<file path="config.mk">
export PLATFORM = sky130hd
export DESIGN_NAME = mem_arbiter
export DESIGN_NICKNAME = d
export VERILOG_FILES = /design/src/rtl/mem_arbiter.sv
export SDC_FILE = /design/constraint.sdc
export NUM_CORES = 1
export LEC_CHECK = 0
export CORE_MARGIN = 2
export CORE_UTILIZATION = 35
export CTS_BUF_LIST = sky130_fd_sc_hd__clkbuf_16
export CTS_CLUSTER_DIAMETER = 60
export DETAILED_ROUTE_END_ITERATION = 8
export GPL_TIMING_DRIVEN = 0
export HOLD_SLACK_MARGIN = 0.02
export PLACE_DENSITY = 0.67
export SYNTH_ARGS = -nofsm -noshare
export SYNTH_HDL_FRONTEND = slang
export SYNTH_SLANG_ARGS = --single-unit
</file>
<file path="constraint.sdc">
create_clock -name Clock -period 3.1 [get_ports Clock]
set_clock_uncertainty 0.15 [all_clocks]
set_input_delay 0.31 -clock Clock [delete_from_list [all_inputs] [get_ports Clock]]
set_output_delay 0.31 -clock Clock [all_outputs]
set_load 0.05 [all_outputs]
</file>
<file path="src/rtl/mem_arbiter.sv">
// Two-requester memory arbiter: instruction fetch and data load/store share one
// 16-bit memory port, alternating on ties, with optional wait states per access.
module mem_arbiter #(
    parameter int WAIT_STATES = 0
) (
    input  logic        Clock,
    input  logic        Reset,
    input  logic        f_req,
    input  logic [15:0] f_addr,
    output logic        f_ack,
    output logic [15:0] f_data,
    input  logic        d_req,
    input  logic        d_wr,
    input  logic        d_byte,
    input  logic [15:0] d_addr,
    input  logic [15:0] d_wdata,
    output logic        d_ack,
    output logic [15:0] d_rdata,
    output logic        err,
    output logic [15:0] mem_addr,
    output logic [15:0] mem_wdata,
    output logic        mem_wr_lb,
    output logic        mem_wr_ub,
    input  logic [15:0] mem_rdata,
    output logic        busy
);

    localparam logic [3:0] WAIT_CNT = 4'(WAIT_STATES);

    typedef enum logic [1:0] {IDLE, ACCESS, DONE} state_t;

    state_t      r_state, w_state_next;
    logic [3:0]  r_cnt, w_cnt_next;
    logic        r_last_data;   // 1 when the most recent grant went to the data port
    logic        r_is_data;
    logic        r_wr;
    logic        r_byte;
    logic        r_first;
    logic        r_err;
    logic [15:0] r_addr;
    logic [15:0] r_wdata;
    logic [15:0] r_f_data;
    logic [15:0] r_d_rdata;

    logic        w_accept;
    logic        w_grant_data;
    logic        w_misaligned;
    logic        w_finish;
    logic [7:0]  w_lane;
    logic [15:0] w_load_data;

    assign w_accept     = (r_state == IDLE) && (f_req || d_req);
    assign w_grant_data = d_req && (!f_req || !r_last_data);
    // r_byte is only ever set for data accesses, so fetches count as word accesses
    assign w_misaligned = r_addr[0] && !r_byte;
    assign w_finish     = (r_state == ACCESS) && (r_cnt == 4'd0);
    assign w_lane       = r_addr[0] ? mem_rdata[15:8] : mem_rdata[7:0];
    assign w_load_data  = w_misaligned ? 16'h0000 :
                          (r_byte ? {8'h00, w_lane} : mem_rdata);

    always_ff @(posedge Clock or posedge Reset) begin
        if (Reset) begin
            r_state <= IDLE;
            r_cnt   <= 4'd0;
        end else begin
            r_state <= w_state_next;
            r_cnt   <= w_cnt_next;
        end
    end

    always_comb begin
        w_state_next = r_state;
        w_cnt_next   = r_cnt;
        busy         = 1'b0;
        f_ack        = 1'b0;
        d_ack        = 1'b0;
        err          = 1'b0;
        mem_addr     = 16'h0000;
        mem_wdata    = 16'h0000;
        mem_wr_lb    = 1'b0;
        mem_wr_ub    = 1'b0;
        case (r_state)
            IDLE: begin
                if (f_req || d_req) begin
                    w_state_next = ACCESS;
                    w_cnt_next   = WAIT_CNT;
                end
            end
            ACCESS: begin
                busy      = 1'b1;
                mem_addr  = {r_addr[15:1], 1'b0};
                mem_wdata = r_wdata;
                if (r_first && r_wr && !w_misaligned) begin
                    mem_wr_lb = !r_byte || !r_addr[0];
                    mem_wr_ub = !r_byte || r_addr[0];
                end
                if (r_cnt == 4'd0) begin
                    w_state_next = DONE;
                end else begin
                    w_cnt_next = r_cnt - 4'd1;
                end
            end
            DONE: begin
                busy         = 1'b1;
                f_ack        = !r_is_data;
                d_ack        = r_is_data;
                err          = r_err;
                w_state_next = IDLE;
            end
            default: begin
                w_state_next = IDLE;
            end
        endcase
    end

    always_ff @(posedge Clock or posedge Reset) begin
        if (Reset) begin
            r_last_data <= 1'b0;
            r_is_data   <= 1'b0;
            r_wr        <= 1'b0;
            r_byte      <= 1'b0;
            r_first     <= 1'b0;
            r_err       <= 1'b0;
            r_addr      <= 16'h0000;
            r_wdata     <= 16'h0000;
            r_f_data    <= 16'h0000;
            r_d_rdata   <= 16'h0000;
        end else begin
            if (w_accept) begin
                r_is_data   <= w_grant_data;
                r_last_data <= w_grant_data;
                r_addr      <= w_grant_data ? d_addr : f_addr;
                r_wr        <= w_grant_data && d_wr;
                r_byte      <= w_grant_data && d_byte;
                r_first     <= 1'b1;
                if (!w_grant_data) begin
                    r_wdata <= 16'h0000;
                end else if (d_byte) begin
                    r_wdata <= {d_wdata[7:0], d_wdata[7:0]};
                end else begin
                    r_wdata <= d_wdata;
                end
            end else if (r_state == ACCESS) begin
                r_first <= 1'b0;
            end
            if (w_finish) begin
                r_err <= w_misaligned;
                // stores leave the load result untouched
                if (!r_is_data) begin
                    r_f_data <= w_load_data;
                end else if (!r_wr) begin
                    r_d_rdata <= w_load_data;
                end
            end
        end
    end

    assign f_data  = r_f_data;
    assign d_rdata = r_d_rdata;

endmodule
</file>
==> results.toml <==
[worst_hold_path]
holdCritPathClass = "in2async"

[drt]
drt_first_pass_iters = 4
ant_nets = 0
wl_per_cell_um = 15.6
num_vias = 2903
wl_um = 9350
drc = 0
vias_per_cell = 4.84
drtIter0Drc = 77

[final_layout]
nFillCells = 872
finalNonFillerCells = 600
area_growth_pct = 50.8
final_layout_size_suffix_gt1_share_pct = 13.1
layout.nets = 539
diodes = 0

[critical_path]
cp.buffers_inverters = 3
worstPathCellList = "inv_1 > ha_1 > clkbuf_2 > nand3_1 > nor2_1 > clkdlybuf4s50_1"
crit_fanout = 10
slowest_delay_ps = 830
required_ps = 2640
critPathKind = "reg2out"
critPathTopFamily = "buffers and inverters"
cp_slowest_cell = "clkdlybuf4s50_1"
critPathArrivalTime_ps = 2470
start_kind = "flop"
cp-end-kind = "output pin"

[logic_synthesis]
netlist.area_leader.share_pct = 52.4
yosysWarnings = 0
synth-seq-cells = 75
yosysSeqAreaShare_pct = 52.4
yosysMostFrequentCell = "dfrtp_1"
synth_top_cell_by_area = "dfrtp_1"
synth_common_cells = "dfrtp_1 (75), and2_1 (43), mux2_2 (33), o21ai_0 (32), nand2_1 (29)"
ys.flop_type = "dfrtp_1"
syn_inst = 314
synth_nets = 390
syn_area_um2 = 3580
synth_cell_type_count = 36
synth_area_leaders = "dfrtp_1 (52%), mux2_2 (10%), and2_1 (7.5%)"
synth_edf_count = 0
synth-async-reset-ratio_pct = 100
syn_avg_cell_area_um2 = 11.4

[floorplan]
num_rows = 36
pin_count = 140
die_h_um = 105
die_w_um = 105
start_util_pct = 36.3
die_area_um2 = 11100
core_um2 = 9860

[global_routing]
antenna_found_initial = 0
grt_pass1_vias = 3106
grt.overflow.total = 0
global_route.usage.met3_pct = 4.62
grt_max_degree = 40
track_usage_pct = 17.5
grt_use_met1_pct = 22.1
use_met2_pct = 29.5
grt_first_pass_wirelength_um = 15400
busiest_layer = "met2"

[placement]
dp.cells = 585
gp_congestion = 0.778
dpl.hpwl_um = 6940
portBuffers = 137

[sta]
setup_violations = 0
fin_crit_sh_pct = 94.4
whs_ps = 206
tightest_slew_ps = 662
hold_viol = 0
fin_crit_ps = 2930
rsz0062_at_grt = "no"
max_freq_mhz = 342
slew_viol_final = 0
maxSlewHeadroom_pct = 55.9

[clock_network]
cts.path.max_buffers = 2
clkTransAtPathRegs_ps = 60
cts_root_buf = "clkbuf_16"
worstSkewPairLatency_ps = 320
cts_sinks = 75
cts_tree = "built"
cts_buffers = 9
htreeDepth = 3

[outcome]
outcome = "complete, no violations"

[job]
cap_violations = 0

[power_and_ir_drop]
vdd_drop_max_v = 0.000491
p_per_area_nw_per_um2 = 1100
power_leakage_uw = 0.00251
cell usage in the layout (no fill, tap or decap), types with 2 or more instances in the layout:
master	count
mux2_2	33
dfrtp_1	75
or4_1	3
o21ai_0	32
clkinv_4	2
nand2_1	29
and2_1	43
clkdlybuf4s50_1	107
buf_2	4
nor2_1	3
nand3_1	2
clkbuf_16	9
dlygate4sd2_1	29
o211ai_1	2
clkinvlp_4	2
a22o_1	18
clkbuf_1	11
inv_1	6
ha_1	6
mux2i_1	24
layout make-up:
| type | instances | area (um2) | area share [%] |
|---|---|---|---|
| flip-flops and latches | 75 | 1880 | 34.7 |
| repair buffers | 138 | 1360 | 25.1 |
| inverters | 8 | 32.5 | 0.602 |
| clock buffers | 9 | 225 | 4.17 |
| clock inverters | 6 | 67.6 | 1.25 |
| multi-input cells | 212 | 1590 | 29.4 |
| well taps | 133 | 166 | 3.08 |
| plain buffers | 19 | 88.8 | 1.64 |
worst reg2reg max path: cells and delay by family, from the launching register on:
| kind | cells | cell delay [ps] |
|---|---|---|
| AND/OR/NAND/NOR | 2 | 670 |
| buffers and inverters | 3 | 510 |
| flip-flops | 1 | 420 |
| multiplexers | 1 | 350 |
| adder cells (fa/ha/maj) | 1 | 170 |
kinds of logic (layout without fill, tap and decap cells):
logic type | after synthesis | after routing | share of synthesized area, %
AND/OR/NAND/NOR | 87 | 87 | 13.8
AO/OA/AOI/OAI | 61 | 61 | 11.2
other | 1 | 1 | 0.105
buffers and inverters | 27 | 180 | 3.28
flip-flops | 75 | 75 | 52.4
multiplexers | 57 | 57 | 17.1
adder cells (fa/ha/maj) | 6 | 6 | 2.10
timing repair:
item | CTS | global route
gates resized for setup | 30 | 1
setup endpoints to repair | 31 | 1
hold buffers | 0 | 0
setup buffers | 0 | 0
metal layers:
| metal | wire length [um] | vias up | part of all wire [%] |
|---|---|---|---|
| met2 | 4490 | 121 | 48 |
| li1 | - | 1390 | - |
| met3 | 646 | 4 | 6.9 |
| met5 | 0 | - | 0 |
| met4 | 32 | 0 | 0.34 |
| met1 | 4190 | 1388 | 45 |
flip-flops by register name, summed over array words and instances (netlist names):
signal	flops
f_data	16
d_rdata	16
r_is_data	1
r_first	1
r_err	1
r_wr	1
r_wdata	16
r_cnt	4
r_addr	16
r_byte	1
r_state	2
stage by stage:
stage | cell area [um2] | power [uW] | worst slack [ps] | setup TNS, ps | utilization [%]
2_1_floorplan | 3580 | 3930 | 730 | 0 | -
3_3_place_gp | 5120 | 5000 | -540 | -40210 | 51.9
3_5_place_dp | 5140 | 5070 | 138 | 0 | 52.1
4_1_cts | 5400 | 6010 | 25.0 | 0 | 54.7
5_1_grt | 5400 | 6300 | 29.9 | 0 | 54.8
6_report | 5400 | 5960 | 172 | 0 | 54.8
where the power goes:
group	internal [uW]	switching (uW)	leakage, uW
Sequential	1430	259	0.000955
Combinational	1160	2100	0.00142
Clock	619	394	0.000137
path summary, 6_finish.rpt:
| path | startpoint | to | slack, ps | cells after the start |
|---|---|---|---|---|
| setup / recovery | r_state[1] | mem_wr_lb | 170 | 6 |
| hold / removal | Reset | f_data[3] | 210 | 2 |
| setup reg to reg | r_cnt[0] | f_data[9] | 720 | 7 |
| hold reg to reg | r_addr[5] | r_addr[5] | 320 | 2 |
| max in group asynchronous | Reset | r_wdata[6] | 2020 | 3 |
| min in group Clock | r_addr[5] | r_addr[5] | 320 | 2 |
(Power assumes the default switching activity.)
